[config.mk]
export PLATFORM = sky130hd
export DESIGN_NAME = fu_mem_arbiter
export DESIGN_NICKNAME = d
export VERILOG_FILES = /design/src/rtl/fu_mem_arbiter_pkg.sv /design/src/rtl/fu_mem_arbiter_rr_picker.sv /design/src/rtl/fu_mem_arbiter.sv
export SDC_FILE = /design/constraint.sdc
export NUM_CORES = 1
export LEC_CHECK = 0
export CAP_MARGIN = 25
export CORE_AREA = 2 2 105 107
export DETAILED_ROUTE_END_ITERATION = 10
export DIE_AREA = 0 0 107 109
export SYNTH_ARGS = -nofsm -noshare
export SYNTH_HDL_FRONTEND = slang
export SYNTH_SLANG_ARGS = --single-unit
export TNS_END_PERCENT = 100
[constraint.sdc]
create_clock -name clock -period 1.95 [get_ports clock]
set_input_delay 0.39 -clock clock [delete_from_list [all_inputs] [get_ports clock]]
set_output_delay 0.39 -clock clock [all_outputs]
set_load 0.01 [all_outputs]
[src/rtl/fu_mem_arbiter_pkg.sv]
// Shared types for the FU-to-data-memory arbiter.
package fu_mem_arbiter_pkg;

  localparam int unsigned XLEN = 32;

  typedef enum logic [1:0] {
    MEM_NONE  = 2'd0,
    MEM_LOAD  = 2'd1,
    MEM_STORE = 2'd2
  } MEM_CMD;

  typedef struct packed {
    MEM_CMD            cmd;
    logic [XLEN-1:0]   addr;
    logic [XLEN-1:0]   data;
  } FU_MEM_PACKET;

  typedef enum logic [1:0] {
    IDLE  = 2'd0,
    BUSY  = 2'd1,
    DRAIN = 2'd2
  } MEM_ARB_STATE;

endpackage

[src/rtl/fu_mem_arbiter_rr_picker.sv]
// Combinational request picker: fixed lowest-index priority, or
// round-robin starting the search at rr_ptr and wrapping.
module rr_picker
  #(
    parameter int unsigned NUM_REQ = 2,
    parameter int unsigned RR_MODE = 0
  )
  (
    input  logic [NUM_REQ-1:0]         req,
    input  logic [$clog2(NUM_REQ)-1:0] rr_ptr,
    output logic [NUM_REQ-1:0]         grant,
    output logic [$clog2(NUM_REQ)-1:0] idx,
    output logic                       valid
  );

  localparam int unsigned IW = $clog2(NUM_REQ);

  // Scan NUM_REQ positions from the start index; first asserted request wins.
  always_comb begin
    int unsigned     base;
    logic [IW-1:0]   j;
    grant = '0;
    idx   = '0;
    valid = 1'b0;
    base  = (RR_MODE != 0) ? 32'(rr_ptr) : 32'd0;
    j     = '0;
    for (int unsigned k = 0; k < NUM_REQ; k++) begin
      j = IW'((base + k) % NUM_REQ);
      if (!valid && req[j]) begin
        valid    = 1'b1;
        idx      = j;
        grant[j] = 1'b1;
      end
    end
  end

endmodule

[src/rtl/fu_mem_arbiter.sv]
// Arbitrates NUM_REQ memory FUs onto the single data-memory port, tracks the
// one in-flight access and returns its data to the owning FU.
module fu_mem_arbiter
  import fu_mem_arbiter_pkg::*;
  #(
    parameter int unsigned NUM_REQ     = 2,
    parameter int unsigned RR_MODE     = 0,
    parameter int unsigned MEM_LATENCY = 1
  )
  (
    input  logic                clock,
    input  logic                reset,
    input  logic                squash_valid,
    input  logic [NUM_REQ-1:0]  mem_req,
    input  FU_MEM_PACKET        fu_mem_packets [NUM_REQ],
    input  logic [XLEN-1:0]     Dmem2proc_data,
    output logic [NUM_REQ-1:0]  mem_ack,
    output FU_MEM_PACKET        fu_mem_packet,
    output logic [NUM_REQ-1:0]  resp_valid,
    output logic [XLEN-1:0]     resp_data,
    output logic                busy
  );

  localparam int unsigned     IW       = $clog2(NUM_REQ);
  localparam int unsigned     LW       = $clog2(MEM_LATENCY + 1);
  localparam logic [LW-1:0]   LAT_MAX  = LW'(MEM_LATENCY);
  localparam logic [IW-1:0]   LAST_IDX = IW'(NUM_REQ - 1);

  MEM_ARB_STATE   state;
  logic [IW-1:0]  owner;
  logic [IW-1:0]  rr_ptr;
  logic [LW-1:0]  lat_cnt;

  logic [NUM_REQ-1:0] pick_grant;
  logic [IW-1:0]      pick_idx;
  logic               pick_valid;
  logic               done;
  logic               issue_ok;

  rr_picker #(.NUM_REQ(NUM_REQ), .RR_MODE(RR_MODE)) u_picker (
    .req    (mem_req),
    .rr_ptr (rr_ptr),
    .grant  (pick_grant),
    .idx    (pick_idx),
    .valid  (pick_valid)
  );

  // Completion and issue qualification; squash blocks both response and grant.
  always_comb begin
    done     = (state == BUSY) && (lat_cnt == LAT_MAX);
    issue_ok = ((state == IDLE) || done) && !squash_valid && pick_valid;
  end

  // Output muxing: grant/packet on issue, response to owner on completion.
  always_comb begin
    mem_ack       = '0;
    fu_mem_packet = '0;
    resp_valid    = '0;
    resp_data     = '0;
    busy          = (state != IDLE);
    if (issue_ok) begin
      mem_ack       = pick_grant;
      fu_mem_packet = fu_mem_packets[pick_idx];
    end
    if (done && !squash_valid) begin
      resp_valid[owner] = 1'b1;
      resp_data         = Dmem2proc_data;
    end
  end

  // FSM: a grant from IDLE or a completing BUSY restarts the latency count;
  // otherwise BUSY/DRAIN count out the latency, squash diverting BUSY to DRAIN.
  always_ff @(posedge clock) begin
    if (reset) begin
      state   <= IDLE;
      owner   <= '0;
      lat_cnt <= '0;
      rr_ptr  <= '0;
    end else if (issue_ok) begin
      state   <= BUSY;
      owner   <= pick_idx;
      lat_cnt <= LW'(1);
      rr_ptr  <= (pick_idx == LAST_IDX) ? '0 : pick_idx + IW'(1);
    end else begin
      case (state)
        BUSY: begin
          if (done) begin
            state   <= IDLE;
            lat_cnt <= '0;
          end else begin
            if (squash_valid) state <= DRAIN;
            lat_cnt <= lat_cnt + LW'(1);
          end
        end
        DRAIN: begin
          if (lat_cnt == LAT_MAX) begin
            state   <= IDLE;
            lat_cnt <= '0;
          end else begin
            lat_cnt <= lat_cnt + LW'(1);
          end
        end
        default: begin
          state   <= IDLE;
          lat_cnt <= '0;
        end
      endcase
    end
  end

endmodule
* Yosys cells after proc, flatten, opt, wreduce, memory -nomap -nowiden *
Cells that the tools add are included.

storage, ports and cells
  register bits after elaboration = 4
  latch bits = 0
  memory bits (writable) = 0
  bits in read-only memories = 0
  bits of input ports = 169
  output and inout port bits = 103
  word-level logic and storage cells = 50
  memories kept = 0

cells by class
  add/subtract/negate cells = 1
  multipliers = 0
  div/mod/pow operators = 0
  order comparisons = 3
  equal/unequal tests = 6
  shift operators = 0
  multiplexer cells = 21
  bitwise gates (word level) = 1
  reduce and logical (&&, ||, !) cells = 14

operators with widths
  cell                 number
  $mux 66              4
  $mux 32              1
  $mux 2               5
  $mux 1               8
  $logic_and 1x1->1    6
  $ne 3x3->1 const B   2
  $ne 4x4->1 const B   1
  $pmux 2 s2           1
  $reduce_and 2->1     2
  $eq 2x1->1 const B   1
  $eq 2x2->1 const B   1
  $ge 2x2->1 const B   1
  $logic_not 1->1      2
  $logic_not 2->1      1
  $lt 1x2->1 const B   1
  $ne 2x2->1 const B   1
  $not 1->2            1
  $pmux 1 s2           1
  $reduce_bool 2->1    1
  $reduce_or 2->1      1
  $add 1x1->1 const B  1
  $demux 1 s1          1
  $ge 1x1->1 const B   1
  $logic_or 1x1->1     1

* Depth between registers and ports, before layout *
  word-level depth = 9
  gate-level depth with buffers = 8
  depth with buffers taken out = 5

* By module *
From an unflattened synthesis, not the netlist that was laid out.

second synthesis, totals
  cell total of the unflattened synthesis = 158
  area total of the unflattened synthesis = 1,226.2 sq um

modules (own cells, without submodules)
  module          instances  cells each  area each (sq um)  seq. area each (sq um)
  fu_mem_arbiter  1          154         1,198.6            100.1
  rr_picker       1          4           27.5               0.0

* Worst setup path after synthesis *
No wires, ideal clock.

  kind = reg2out
  start point = reg state[1]
  end point = out fu_mem_packet[33] (netlist name)
  arrival time = 1,522 ps
  data required time = 1,560 ps
  path slack = 38 ps
  cell stages (with the launch flop) = 9
  buffers on the path = 3
  path through = dfxtp_1 > inv_1 > ha_1 > a21oi_2 > or3_1 > buf_2 > buf_6 > buf_6 > a21oi_2

RTL lines
  element                 line                  text
  start, declared         fu_mem_arbiter.sv:29  MEM_ARB_STATE state;
  start signal, assigned  fu_mem_arbiter.sv:75  state <= IDLE;
  start signal, assigned  fu_mem_arbiter.sv:80  state <= BUSY;
  start signal, assigned  fu_mem_arbiter.sv:88  state <= IDLE;
  end, declared           fu_mem_arbiter.sv:18  output FU_MEM_PACKET fu_mem_packet,

==> metrics.md <==
| Metric | Value |
|---|---|
| Sort of element at the end of the critical path | `output pin` |
| Die height | `109 um` |
| Sw Share | `0.364` |
| Final clock period utilization by the worst path | `1.10` |
| I/O Buffers | `271` |
| Final count of pins violating max slew | `0` |
| Fraction of layout cells with a size suffix above 1 | `0.443` |
| CTS hold repair buffers | `0` |
| Max-Slew Margin vs Limit | `0.777` |
| Cells after Synth | `292` |
| Cells along the critical path | `inv_4, ha_4, a21oi_4, or3_4, buf_16, a21oi_2, buf_2` |
| Post-detailed-placement half-perimeter wirelength | `7520 um` |
| Final worst path period need | `2.14 ns` |
| Seq. cell area | `around 85 um2` |
| Instance count along the most critical hold path | `2` |
| Simple-gate portion of the synthesized area | `0.520` |
| Post-route antenna net violation count | `0` |
| Synthesized-area fraction occupied by ao, oa, aoi and oai cells | `0.293` |
| Violations in the final reports | `setup timing` |
| Cell count along the critical path | `7` |
| Core footprint | `about 11000 um2` |
| Pleak | `around 2.3 nW` |
| Setup Viol. Count Final | `97` |
| Initial cell density of the core | `0.138` |
| Die width | `107 um` |
| Clock Latency Late Sink | `0.22 ns` |
| Synthesized area per cell | `between 5 and 6 um2` |
| Clock tree from TritonCTS | `done` |
| Setup repair after global routing missed its margin | `yes` |
| Maximum number of pins on one net before global-route repair | `36` |
| Internal power of the cells | `0.000864 W` |
| Total buffers and inverters traversed by the critical path | `3` |
| Area of the mapped netlist | `1460 um2` |
| Total negative slack for setup checks | `-12.17 ns` |
| Adder-cell area share of the yosys netlist | `0.0257` |
| # Max-Cap Violations | `0` |
| Post-route insts no fill | `between 700 and 800` |
| Most common cell after layout, fill and taps aside | `sky130_fd_sc_hd__clkdlybuf4s50_1` |
| Clock tree sinks | `4` |
| Nets@finish | `770` |
| DR pass1 iterations | `4` |
| Switching power summed over all nets | `0.000495 W` |
| Post-placement cell area | `4440 um2` |
| Number of filler instances in the final layout | `between 1000 and 1500` |
| Initial antenna violation count | `0` |
| Startpoint kind of the worst setup timing path | `flop` |
| Max clock buf depth | `2` |
| Pwr Density | `about 260 nW/um2` |
| Inserted Clock Buffers | `3` |
| Top cell family by delay on the critical path | `simple AND/OR/NAND/NOR gates` |
| Multi-input gate area in the final layout | `1710 um2` |
| Top-level port count | `between 200 and 300` |
| Slew of the pin with the lowest slew margin | `0.335 ns` |
| Post-route core utilization | `0.500` |
| GRT Residual Overflow | `0` |
| Share of the yosys chip area belonging to registers | `0.0547` |
| Average wire per cell in the routed design | `16.1 um` |
| Register bit total from synthesis | `4` |
| Post-route cell area | `5300 um2` |
| Overall die area | `11700 um2` |
| Mux cell area share after synthesis | `0` |
| Distinct cell type count of the synthesized netlist | `21` |
| Reg power frac | `0.068` |
| Total placed cells including tap cells | `693` |
| Antenna Cells | `0` |
| Largest fanout of any net on the critical path | `12` |
| Synthesized Nets | `between 400 and 500` |
| Last weighted congestion value of the routability-driven placer | `0.789` |
| Reg clk slew, reported paths | `0.03 ns` |
| Commonest cells after routing, fill and taps aside | `sky130_fd_sc_hd__clkdlybuf4s50_1 (166), sky130_fd_sc_hd__nand2_1 (132), sky130_fd_sc_hd__buf_6 (62)` |
| Maximum single-stage delay on the critical path | `0.43 ns` |
| Dominant combinational cell family by area after synthesis | `simple AND/OR/NAND/NOR gates` |
| Library cell contributing the largest single delay on the critical path | `sky130_fd_sc_hd__or3_4` |
| Global-route wire length before repair | `16100 um` |
| H-tree level count | `1` |
| Initial detailed-routing violation count | `125` |
| Hold Violations, Final | `0` |
| Total Routed Length | `11900 um` |
| Area grow syn2layout | `263%` |
| Vias in the first global route | `3147` |
| Via density per instance | `about 4.3` |
| Depth of the worst register-to-register path | `7` |
| Total via count in the routed design | `3185` |
| Crit path DAT | `1.75 ns` |
| GRT Util Overall | `0.173` |
| Critical Path RT | `1.56 ns` |
| Type of the worst setup path | `flop to output pin` |
| Clock tree root buffer cell | `sky130_fd_sc_hd__clkbuf_8` |
| Site row count | `38` |
| Path type of the worst min-delay path | `flop to flop` |
| Synthesized-area fraction occupied by xor and xnor cells | `0` |
| Proportion of power drawn by combinational gates | `0.800` |
| Worst clock skew | `0.00319 ns` |
| Clock share of power | `0.132` |
| Highest attainable clock frequency | `467 MHz` |
| Peak VDD IR | `0.167 mV` |
| Result of the run | `finished, violations left` |
| Number of warning messages in the yosys log | `0` |
| DRC violation count after routing | `0` |
| Worst Setup Slack, final | `-0.192 ns` |
-- metal layers --
metal	wire length, um	track usage
met3	784	0.0341
met4	159	0.0343
met5	0	0
met1	4530	0.193
met2	6410	0.340
-- stage by stage --
| step | hold WS (ns) | power, W | setup WS [ns] |
|---|---|---|---|
| 2_1_floorplan | 0.459 | 0.000366 | 0.0381 |
| 3_3_place_gp | 0.517 | 0.000973 | -0.885 |
| 3_5_place_dp | 0.537 | 0.000978 | -0.871 |
| 4_1_cts | 0.547 | 0.00128 | -0.303 |
| 5_1_grt | 0.591 | 0.00144 | -0.238 |
| 6_report | 0.572 | 0.00136 | -0.192 |
-- synth_stat cells --
cell,instances,area [um2]
sky130_fd_sc_hd__o31a_1,1,8.76
sky130_fd_sc_hd__o21ai_0,1,5.00
sky130_fd_sc_hd__nor2_1,2,7.51
sky130_fd_sc_hd__o211ai_1,2,15.0
sky130_fd_sc_hd__nor2b_1,2,12.5
sky130_fd_sc_hd__or3_1,1,6.26
sky130_fd_sc_hd__a211oi_1,1,7.51
sky130_fd_sc_hd__nor3_1,1,5.00
sky130_fd_sc_hd__a21oi_2,11,96.3
sky130_fd_sc_hd__buf_2,8,40.0
sky130_fd_sc_hd__dfxtp_1,4,80.1
sky130_fd_sc_hd__and2_1,1,6.26
sky130_fd_sc_hd__and3_1,34,213
sky130_fd_sc_hd__clkbuf_1,18,67.6
sky130_fd_sc_hd__a21oi_1,59,295
sky130_fd_sc_hd__ha_1,3,37.5
sky130_fd_sc_hd__nand2_1,132,495
sky130_fd_sc_hd__buf_6,2,22.5
sky130_fd_sc_hd__nor4b_1,1,8.76
sky130_fd_sc_hd__nand2b_1,1,6.26
sky130_fd_sc_hd__inv_1,7,26.3
-- repair_timing --
| item | CTS | global route |
|---|---|---|
| pin swaps | 4 | 27 |
| setup endpoints to repair | 103 | 102 |
| gates resized for setup | 482 | 124 |
| gates cloned | 10 | 5 |
| buffers inserted | 18 | 13 |
-- flip-flops by register name, indices dropped and copies added, names as in the netlist --
register / flops
owner: 1
state: 2
lat_cnt: 1
-- power by group through the flow --
stage | Clock, W | Combinational, W | Sequential (W)
after floorplan | 0 | 0.000274 | 0.0000918
after global placement | 0 | 0.000882 | 0.0000908
after detailed placement | 0 | 0.000887 | 0.0000911
after CTS | 0.000184 | 0.00101 | 0.0000911
after global routing | 0.000188 | 0.00116 | 0.0000928
final | 0.000180 | 0.00109 | 0.0000922
-- worst register-to-register path, stage by stage, from the launching register on --
cell and delay [ns]:
sky130_fd_sc_hd__dfxtp_2 0.32, sky130_fd_sc_hd__inv_4 0.07, sky130_fd_sc_hd__ha_4 0.15, sky130_fd_sc_hd__a21oi_4 0.07
sky130_fd_sc_hd__or3_4 0.43, sky130_fd_sc_hd__clkbuf_16 0.21, sky130_fd_sc_hd__buf_4 0.15, sky130_fd_sc_hd__nor4b_1 0.13
-- final timing paths --
kind                          from                    end  slack (ns)
max          state[1]$_SDFFE_PP0P_      fu_mem_packet[35]       -0.19
min          state[0]$_SDFFE_PP0P_  state[0]$_SDFFE_PP0P_        0.57
max reg2reg  state[1]$_SDFFE_PP0P_  state[1]$_SDFFE_PP0P_        0.29
min reg2reg  state[0]$_SDFFE_PP0P_  state[0]$_SDFFE_PP0P_        0.57
-- logic make-up (layout without fill, tap and decap cells) --
| logic type | Yosys count | count (layout) |
|---|---|---|
| and+or+nand+nor | 175 | 176 |
| AOI/OAI and AO/OA | 75 | 75 |
| buffers and inverters | 35 | 338 |
| DFF | 4 | 4 |
| adders and majority gates | 3 | 3 |
-- layout make-up --
type,instances,area share
Clock buffer,3,0.00778
Inverter,7,0.00590
Sequential cell,4,0.0160
Tap cell,140,0.0330
Multi-Input combinational cell,254,0.322
Timing Repair Buffer,328,0.615
(Power assumes the default switching activity.)
